--- config.mk ---
export PLATFORM = sky130hd
export DESIGN_NAME = block_spawn_scheduler
export DESIGN_NICKNAME = d
export VERILOG_FILES = /design/src/rtl/block_spawn_scheduler.sv
export SDC_FILE = /design/constraint.sdc
export NUM_CORES = 1
export LEC_CHECK = 0
export CAP_MARGIN = 0
export CORE_AREA = 4 4 85 87
export DETAILED_ROUTE_END_ITERATION = 12
export DIE_AREA = 0 0 89 91
export GPL_TIMING_DRIVEN = 1
export SKIP_CTS_REPAIR_TIMING = 1
export SYNTH_ARGS = -nofsm -noshare
export SYNTH_HDL_FRONTEND = slang
export SYNTH_SLANG_ARGS = --single-unit
--- constraint.sdc ---
create_clock -name Clk -period 1.7 [get_ports Clk]
set_input_delay 0.17 -clock Clk [delete_from_list [all_inputs] [get_ports Clk]]
set_output_delay 0.17 -clock Clk [all_outputs]
set_load 0.005 [all_outputs]
--- src/rtl/block_spawn_scheduler.sv ---
// -----------------------------------------------------------------------------
// block_spawn_scheduler
//
// Sequences the obstacle-block datapath for one level. Blocks are released one
// at a time on frame ticks, retired when their end-of-track flag arrives, and
// the whole level freezes when a ball collides with something. Also keeps the
// per-level frame and seconds counters.
//
// Ports
//   Clk          system clock (50 MHz)
//   Reset        synchronous, active-high reset
//   frame_clk    VGA vertical sync, asynchronous to Clk, active low
//   start        one-cycle pulse: begin or restart a level
//   abort        one-cycle pulse: return to IDLE
//   collision    per-ball collision flags, level-sensitive
//   end_level    per-block "reached end of track" flags, level-sensitive
//   block_ready  per-block enable, high while the block is in flight
//   busy         high in SPAWN, DRAIN or HALT
//   level_done   one-cycle pulse when the last block retires
//   halted       high in HALT
//   seconds      elapsed level seconds, saturating at 1023
// -----------------------------------------------------------------------------
module block_spawn_scheduler #(
  parameter int NUM_BLOCKS       = 10,
  parameter int FRAMES_PER_SPAWN = 45,
  parameter int FRAMES_PER_SEC   = 60
) (
  input  logic                  Clk,
  input  logic                  Reset,
  input  logic                  frame_clk,
  input  logic                  start,
  input  logic                  abort,
  input  logic [1:0]            collision,
  input  logic [NUM_BLOCKS-1:0] end_level,
  output logic [NUM_BLOCKS-1:0] block_ready,
  output logic                  busy,
  output logic                  level_done,
  output logic                  halted,
  output logic [9:0]            seconds
);

  localparam int               IDX_W        = $clog2(NUM_BLOCKS + 1);
  localparam logic [7:0]       SPAWN_RELOAD = 8'(FRAMES_PER_SPAWN - 1);
  localparam logic [7:0]       SEC_WRAP     = 8'(FRAMES_PER_SEC - 1);
  localparam logic [IDX_W-1:0] LAST_IDX     = IDX_W'(NUM_BLOCKS - 1);
  localparam logic [9:0]       SEC_MAX      = 10'd1023;

  typedef enum logic [2:0] {
    S_IDLE,
    S_SPAWN,
    S_DRAIN,
    S_HALT,
    S_DONE
  } state_e;

  // Frame tick recovery: two synchroniser flops, one edge-history flop and a
  // registered edge pulse, so tick_q rises on the third Clk edge after the
  // physical falling edge of frame_clk.
  logic fsync1_q, fsync2_q, fsync3_q, tick_q;

  always_ff @(posedge Clk) begin
    if (Reset) begin
      fsync1_q <= 1'b0;
      fsync2_q <= 1'b0;
      fsync3_q <= 1'b0;
      tick_q   <= 1'b0;
    end else begin
      fsync1_q <= frame_clk;
      fsync2_q <= fsync1_q;
      fsync3_q <= fsync2_q;
      tick_q   <= fsync3_q & ~fsync2_q;
    end
  end

  // Level control state
  state_e                  state_q, state_d;
  logic [NUM_BLOCKS-1:0]   ready_q, ready_d;
  logic [IDX_W-1:0]        idx_q, idx_d;
  logic [7:0]              spawn_cnt_q, spawn_cnt_d;
  logic                    first_q, first_d;
  logic [7:0]              frame_cnt_q, frame_cnt_d;
  logic [9:0]              sec_q, sec_d;
  logic                    done_q, done_d;
  logic                    active;

  always_ff @(posedge Clk) begin
    if (Reset) begin
      state_q     <= S_IDLE;
      ready_q     <= '0;
      idx_q       <= '0;
      spawn_cnt_q <= '0;
      first_q     <= 1'b0;
      frame_cnt_q <= '0;
      sec_q       <= '0;
      done_q      <= 1'b0;
    end else begin
      state_q     <= state_d;
      ready_q     <= ready_d;
      idx_q       <= idx_d;
      spawn_cnt_q <= spawn_cnt_d;
      first_q     <= first_d;
      frame_cnt_q <= frame_cnt_d;
      sec_q       <= sec_d;
      done_q      <= done_d;
    end
  end

  always_comb begin
    state_d     = state_q;
    ready_d     = ready_q;
    idx_d       = idx_q;
    spawn_cnt_d = spawn_cnt_q;
    first_d     = first_q;
    frame_cnt_d = frame_cnt_q;
    sec_d       = sec_q;
    done_d      = 1'b0;
    active      = (state_q == S_SPAWN) || (state_q == S_DRAIN);

    if (abort) begin
      state_d = S_IDLE;
      ready_d = '0;
    end else if (active && (|collision)) begin
      // Freeze everything exactly as it stood before this cycle; any release
      // or retirement arriving together with the collision is dropped.
      state_d = S_HALT;
    end else if (start) begin
      state_d     = S_SPAWN;
      ready_d     = '0;
      idx_d       = '0;
      spawn_cnt_d = SPAWN_RELOAD;
      first_d     = 1'b1;
      frame_cnt_d = '0;
      sec_d       = '0;
    end else if (active) begin
      // Retire first so a release of the same index in this cycle wins.
      ready_d = ready_q & ~end_level;

      if (tick_q) begin
        if (frame_cnt_q == SEC_WRAP) begin
          frame_cnt_d = '0;
          if (sec_q != SEC_MAX) begin
            sec_d = sec_q + 10'd1;
          end
        end else begin
          frame_cnt_d = frame_cnt_q + 8'd1;
        end
      end

      if ((state_q == S_SPAWN) && tick_q) begin
        // The first tick of a level releases immediately; later releases
        // wait for the spawn countdown to expire.
        if (first_q || (spawn_cnt_q == 8'd0)) begin
          for (int i = 0; i < NUM_BLOCKS; i++) begin
            if (idx_q == IDX_W'(i)) begin
              ready_d[i] = 1'b1;
            end
          end
          idx_d       = idx_q + 1'b1;
          spawn_cnt_d = SPAWN_RELOAD;
          first_d     = 1'b0;
          if (idx_q == LAST_IDX) begin
            state_d = S_DRAIN;
          end
        end else begin
          spawn_cnt_d = spawn_cnt_q - 8'd1;
        end
      end

      // All blocks have been released by the time DRAIN is entered, so an
      // empty in-flight set means the level is finished.
      if ((state_q == S_DRAIN) && (ready_q == '0)) begin
        state_d = S_DONE;
        done_d  = 1'b1;
      end
    end
  end

  assign block_ready = ready_q;
  assign busy        = (state_q == S_SPAWN) || (state_q == S_DRAIN) || (state_q == S_HALT);
  assign halted      = (state_q == S_HALT);
  assign level_done  = done_q;
  assign seconds     = sec_q;

endmodule

### Word-level counts from Yosys, hierarchy flattened

Cells that the tools add are included.

* bits in registers: 49
* latch bits: 0
* bits in writable memories: 0
* memory bits (read-only): 0
* input bits: 17
* output and inout bits: 23
* word-level logic and storage cells: 114
* memories: 0

* $add $sub $neg: 4
* multiply operators: 0
* divide/modulo/power cells: 0
* magnitude comparators: 0
* equal/unequal tests: 14
* shift-type cells: 0
* muxes and demuxes: 43
* bitwise gates (word level): 7
* reduce and logical (&&, ||, !) cells: 33

Operators with widths (count)
* 10-bit 2-to-1 mux: 9
* 8-bit 2-to-1 mux: 8
* 2-bit nonzero test: 9
* 4-bit by 3-bit == test with 1-bit output (second input constant): 4
* 4-bit 2-to-1 mux: 4
* 4-bit AND reduction: 4
* 1-bit 2-to-1 mux: 15
* 3-bit 2-to-1 mux: 4
* 4-bit nonzero test: 3
* 10-bit by 1-bit adder with 10-bit output (second input constant): 1
* 10-bit bitwise AND: 1
* 10-bit zero test: 1
* 10-bit != test (second input constant): 1
* 10-bit inverter: 1
* 8-bit by 1-bit adder with 8-bit output (second input constant): 1
* 4-bit by 2-bit == test with 1-bit output (second input constant): 2
* 4-bit == test (second input constant): 2
* 8-bit by 6-bit == test with 1-bit output (second input constant): 1
* 8-bit zero test: 1
* 8-bit by 1-bit subtractor with 8-bit output (second input constant): 1
* 3-bit by 2-bit == test with 1-bit output (second input constant): 2
* 2-bit 2-to-1 mux: 3
* 6-bit AND reduction: 1
* 5-bit AND reduction: 1
* 13 further kinds: 21

### Logic depth before layout (Yosys ltp)

Gate-level depths: netlist of the first run.

* word-level depth: 8
* gate-level depth with buffers: 7
* mapped depth without buffers: 6

### Worst setup path before layout of the first run

Ideal clock, no wire load.

* kind: register to register
* start: reg frame_cnt_q[2]
* end: reg sec_q[4], in the netlist seconds[4]
* setup time: 132 ps
* data arrival time: 1717 ps
* required time: 1568 ps
* slack: -149 ps
* cell stages (with the launch flop): 7
* path buffers: 1
* clock period less this slack: 1849 ps
* cells stage by stage: dfxtp_1 nor4b_1 a41oi_4 a311oi_4 buf_6 mux2i_1 a21oi_1

* word-level cells in the longest chain between the ends: 3

RTL lines
* start, declared: line 81 `logic [7:0] frame_cnt_q, frame_cnt_d;`
* start signal, assigned: line 102 `frame_cnt_q <= frame_cnt_d;`
* 8-bit by 6-bit == test with 1-bit output: line 139 `if (frame_cnt_q == SEC_WRAP) begin`
* 2-bit nonzero test (no line)
* 6-bit AND reduction (no line)
* end signal, assigned: line 94 `sec_q <= '0;`
* end signal, assigned: line 103 `sec_q <= sec_d;`
* end, declared: line 82 `logic [9:0] sec_q, sec_d;`

No other way between the ends.
A chain may end at the register's enable or synchronous reset.

### Final worst setup path of the first run

* start: reg state_q[0]
* end: reg sec_q[5], in the netlist seconds[5]

* word-level cells in the longest chain between the ends: 5
* elaborated cells between the ends (all ways): 7
* those cells by class: eq/ne (2); bitwise (1); reduce/logical (4)

RTL lines
* start, declared: line 76 `state_e state_q, state_d;`
* start signal, assigned: line 97 `state_q <= state_d;`
* 3-bit by 1-bit == test with 1-bit output or 3-bit by 2-bit == test with 1-bit output (tied branches): line 117 `active = (state_q == S_SPAWN) || (state_q == S_DRAIN);`
* 1-bit logical OR (*): line 117
* 1-bit logical AND: line 122 `end else if (active && (|collision)) begin`
* 1-bit inverter (no line)
* 6-bit AND reduction (no line) (*)

Mark *: on every way between the ends. The rest lies on a longest branch, timed or not.

==> impl_summary.md, run 1 <==
Run status
The final reports fail on setup timing. The run finished, with violations left.

Floorplanning
The horizontal extent of the die is 89 um. The row count is 29. The total I/O pin count is 40. The height of the die is ~90 um. The initial utilization of the core area, before any placement, comes to 39.6%. The region available for standard cell placement spans 6350 um^2.

The area of the die is 8100 um^2.

Pwr
Per report_power, the sequential group accounts for 47.2% of the total. The net switching power of the design is 0.694 mW. The fraction of power consumed by the clock network is 33.3%.

Total power for the finished layout comes to 2.57 mW. Summed over all cells, the static leakage comes to 1.36 nW. The total power per unit cell area is around 690 nW/um^2. The share of total power dissipated in combinational logic is 19.4%. The fraction of power spent switching nets is 27.0%. Cell internal power was estimated by the tool at 1.87 mW. The worst supply voltage drop on vdd is between 0.4 and 0.5 mV.

Setup path
The cell count of the worst reg-to-reg path is 6. The slowest stage of the critical path is the sky130_fd_sc_hd__dfxtp_4 cell. For the worst setup path, the data arrival time is 1910 ps.

The setup check on the worst reg-to-reg path leaves a slack of -20 ps. The largest stage delay on the critical path is 390 ps. The worst register-to-register path ends at seconds[5]. Along the worst path, the maximum fanout reaches 12. The worst setup path is of the flop to flop kind.

The critical path goes through xor2_4, a21o_4, a311oi_4, buf_12, mux2i_1, a21oi_1. The beginning of the critical path is state_q[0]. The endpoint type of the worst setup path is a flop. Data on the critical path is required at its endpoint by about 1900 ps.

In this run the critical register-to-register path is launched from state_q[0]. The worst setup path is launched from a flop.

Timing
The number of hold violations in the final report is 0. The post-route clock period utilization is 101%. The total negative slack is -56.5 ps. The max-slew violation count is 0. Across the routed clock network, the largest skew measured is 10.9 ps.

The worst hold slack is 417 ps. The number of setup violations in the final report is 5. For the finished layout, the period the worst path requires is 1720 ps.

The achievable clock frequency is 0.582 GHz. The pin slew with the least headroom to its limit is 361 ps. In the post-route analysis, the smallest setup slack over all paths is -17.8 ps.

The headroom to the max-slew limit is 75.7%. Setup repair after global routing could not meet its margin everywhere.

Worst hold path
The worst hold path terminates at fsync1_q. The startpoint of the most critical hold path is frame_clk. The type of the tightest min-delay check is input pin to flop. The depth of the worst hold-timing path is 2.

Final layout
0 antenna diodes ended up in the layout. The layout has 560 filler cells. In the final layout, the share of cells above drive strength 1 is 27.5%.

The total area of multi-input combinational cells is 1620 um^2. Measured on the finished design, the core utilization comes to between 50% and 60%. The flip-flop and latch area is roughly 1000 um^2. The leading cell type in the layout, fill and taps excluded is sky130_fd_sc_hd__buf_4. In the layout the commonest cells are sky130_fd_sc_hd__buf_4, sky130_fd_sc_hd__dfxtp_1, sky130_fd_sc_hd__clkdlybuf4s50_1. The post-synthesis to final-layout area growth is 48.3%. The count of nets after finishing is 421. The final cell count without fillers is 474.

Place
In this run the tool buffered the top-level ports with 39 buffer cells. The HPWL after detailed placement is 4.66 mm. Once placement completed, the tool counted placed cells totaling roughly 460.

The congestion estimate from routability-driven global placement came to 0.800.

Synthesis
The share of synthesized flip-flops with an asynchronous set or reset is 0%. In this run the cell area of the synthesized design comes to 2510 um^2. Dividing the synthesized area by the synthesized cell count gives 8.38 um^2. For this run, the number of Yosys warnings is 0. Synthesis produced a netlist with a net count of 325. The synthesized instance count is 300.

The most used flip-flop cell after synthesis is sky130_fd_sc_hd__dfxtp_1. In this run, synthesis inferred 0 flip-flops with an integrated enable. The share of the synthesized area in the top cell type is 39.0%.

After synthesis, the netlist uses 52 different library cells. The count of state elements after synthesis is 49. In the post-synthesis netlist, the biggest area contributors are sky130_fd_sc_hd__dfxtp_1, sky130_fd_sc_hd__a21oi_1, sky130_fd_sc_hd__nor2_1.

Sequential cells were found to cover between 30% and 40% of the synthesized design area. The largest area contributor in the netlist is sky130_fd_sc_hd__dfxtp_1.

Job
The max-capacitance violation count is 0.

Detailed routing
The mean number of vias per cell is 5.34. The average wire per standard cell is 14.1 um. Summing over every cut layer, the via total after detailed routing is roughly 2.5k. After detailed routing, the total wire length is between 6 and 7 mm. The number of DRC markers in iteration 0 is 54. In this run the remaining antenna-violating nets after routing total 0. The DRC violation count after routing is 0. The iteration count of the initial detailed-routing pass is 4.

Global routing
The via count of the first global-routing pass came to between 2k and 2.5k. Entering global routing, the biggest net connects 21 pins. Summed over all layers, the global routing overflow is 0. The all-layer global routing usage is 16.8%. The number of antenna violations at the first check in global routing was 0.

The wire length of the first global-routing pass is between 10 and 15 mm.

Clock network
TritonCTS built the clock tree. The clock tree buffer depth is 2. The worst-skew pair later-pin latency is 310 ps. CTS placed an instance of sky130_fd_sc_hd__clkbuf_8 at the clock tree root.

The clock-pin transition on the worst setup and hold timing paths is 100 ps. The clock sink count is 49. The clock tree synthesis step divided the H-tree into 2 levels. TritonCTS created 5 clock buffers.
[cell type report]
cell class	instances	share of cell area, %
repair buffers	101	23.5
clock buffers	6	1.95
well taps	77	2.58
multi-input cells	229	43.4
inverters	10	1.01
clock inverters	2	1.04
flip-flops and latches	49	26.6
[worst max-delay path: cells and delay by family, from the launching register on]
| family | cells | cell delay (ps) |
|---|---|---|
| DFF | 1 | 390 |
| muxes | 1 | 190 |
| AOI/OAI and AO/OA | 3 | 620 |
| xor gates and xnor gates | 1 | 210 |
| buffers and inverters | 1 | 180 |
[cell families (layout without fill, tap and decap cells)]
| group | Yosys count | count (layout) | synth area share [%] |
|---|---|---|---|
| DFF | 49 | 49 | 39.0 |
| buffers and inverters | 23 | 119 | 3.78 |
| and+or+nand+nor | 130 | 130 | 25.7 |
| xor gates and xnor gates | 13 | 13 | 5.28 |
| muxes | 7 | 7 | 2.79 |
| adders and majority gates | 8 | 8 | 3.98 |
| AOI/OAI and AO/OA | 70 | 71 | 19.5 |
[power by group through the flow]
| stage | combinational (mW) | clock (mW) | sequential (mW) |
|---|---|---|---|
| 3_5_place_dp | 0.428 | 0 | 1.24 |
| 2_1_floorplan | 0.227 | 0 | 1.24 |
| 5_1_grt | 0.548 | 0.934 | 1.22 |
| 4_1_cts | 0.431 | 0.883 | 1.21 |
| 6_report | 0.499 | 0.856 | 1.21 |
| 3_3_place_gp | 0.424 | 0 | 1.24 |
[Yosys cell counts (3+ instances only)]
cell type,count
sky130_fd_sc_hd__a31oi_1,4
sky130_fd_sc_hd__xnor2_1,6
sky130_fd_sc_hd__o21ai_0,12
sky130_fd_sc_hd__nor2b_1,5
sky130_fd_sc_hd__nor4_1,6
sky130_fd_sc_hd__dfxtp_1,49
sky130_fd_sc_hd__nor3b_1,3
sky130_fd_sc_hd__nor3_1,19
sky130_fd_sc_hd__nand2_1,23
sky130_fd_sc_hd__nand4_1,7
sky130_fd_sc_hd__or2_2,4
sky130_fd_sc_hd__ha_1,8
sky130_fd_sc_hd__xor2_1,6
sky130_fd_sc_hd__clkbuf_1,9
sky130_fd_sc_hd__a21oi_1,31
sky130_fd_sc_hd__nor2_1,36
sky130_fd_sc_hd__nand3_1,14
sky130_fd_sc_hd__mux2i_1,7
sky130_fd_sc_hd__o31ai_1,3
sky130_fd_sc_hd__inv_1,9
sky130_fd_sc_hd__o211ai_1,3
[worst max-delay path by stage]
stage / end / slack (ps) / cells after the start
final: seconds[5] / -20 / 6
after global routing: frame_cnt_q[7] / -120 / 6
after CTS: block_ready[2] / -160 / 5
after detailed placement: spawn_cnt_q[1] / -330 / 7
after global placement: spawn_cnt_q[1] / -270 / 7
after floorplan: seconds[4] / -20 / 7
[flip-flops by register name, summed over array words and instances (netlist names), 3 cells and up]
signal,flops
block_ready,10
seconds,10
frame_cnt_q,8
spawn_cnt_q,8
idx_q,4
state_q,3
[per-stage QoR]
step           instance area [um^2]  setup WS [ps]
2_1_floorplan                  2540          -21.6
3_3_place_gp                   3390           -271
3_5_place_dp                   3390           -326
4_1_cts                        3500           -161
5_1_grt                        3730           -119
6_report                       3730          -17.8
[metal layers]
metal / track usage [%] / part of all wire (%)
met5: 0 / 0
met4: 4.96 / 1.3
met3: 3.35 / 3.8
met2: 27.2 / 47
met1: 22.6 / 48
No activity file was read; power rests on OpenSTA's default activity.
==> inputs of run 2 (changes only) <==
--- a/config.mk
+++ b/config.mk
@@ -5,7 +5,7 @@
 export SDC_FILE = /design/constraint.sdc
 export NUM_CORES = 1
 export LEC_CHECK = 0
-export CAP_MARGIN = 0
+export CAP_MARGIN = 20
 export CORE_AREA = 4 4 85 87
 export DETAILED_ROUTE_END_ITERATION = 12
 export DIE_AREA = 0 0 89 91
==> results of run 2 <==
Final layout, timing and power as in run 1 (identical DEF).
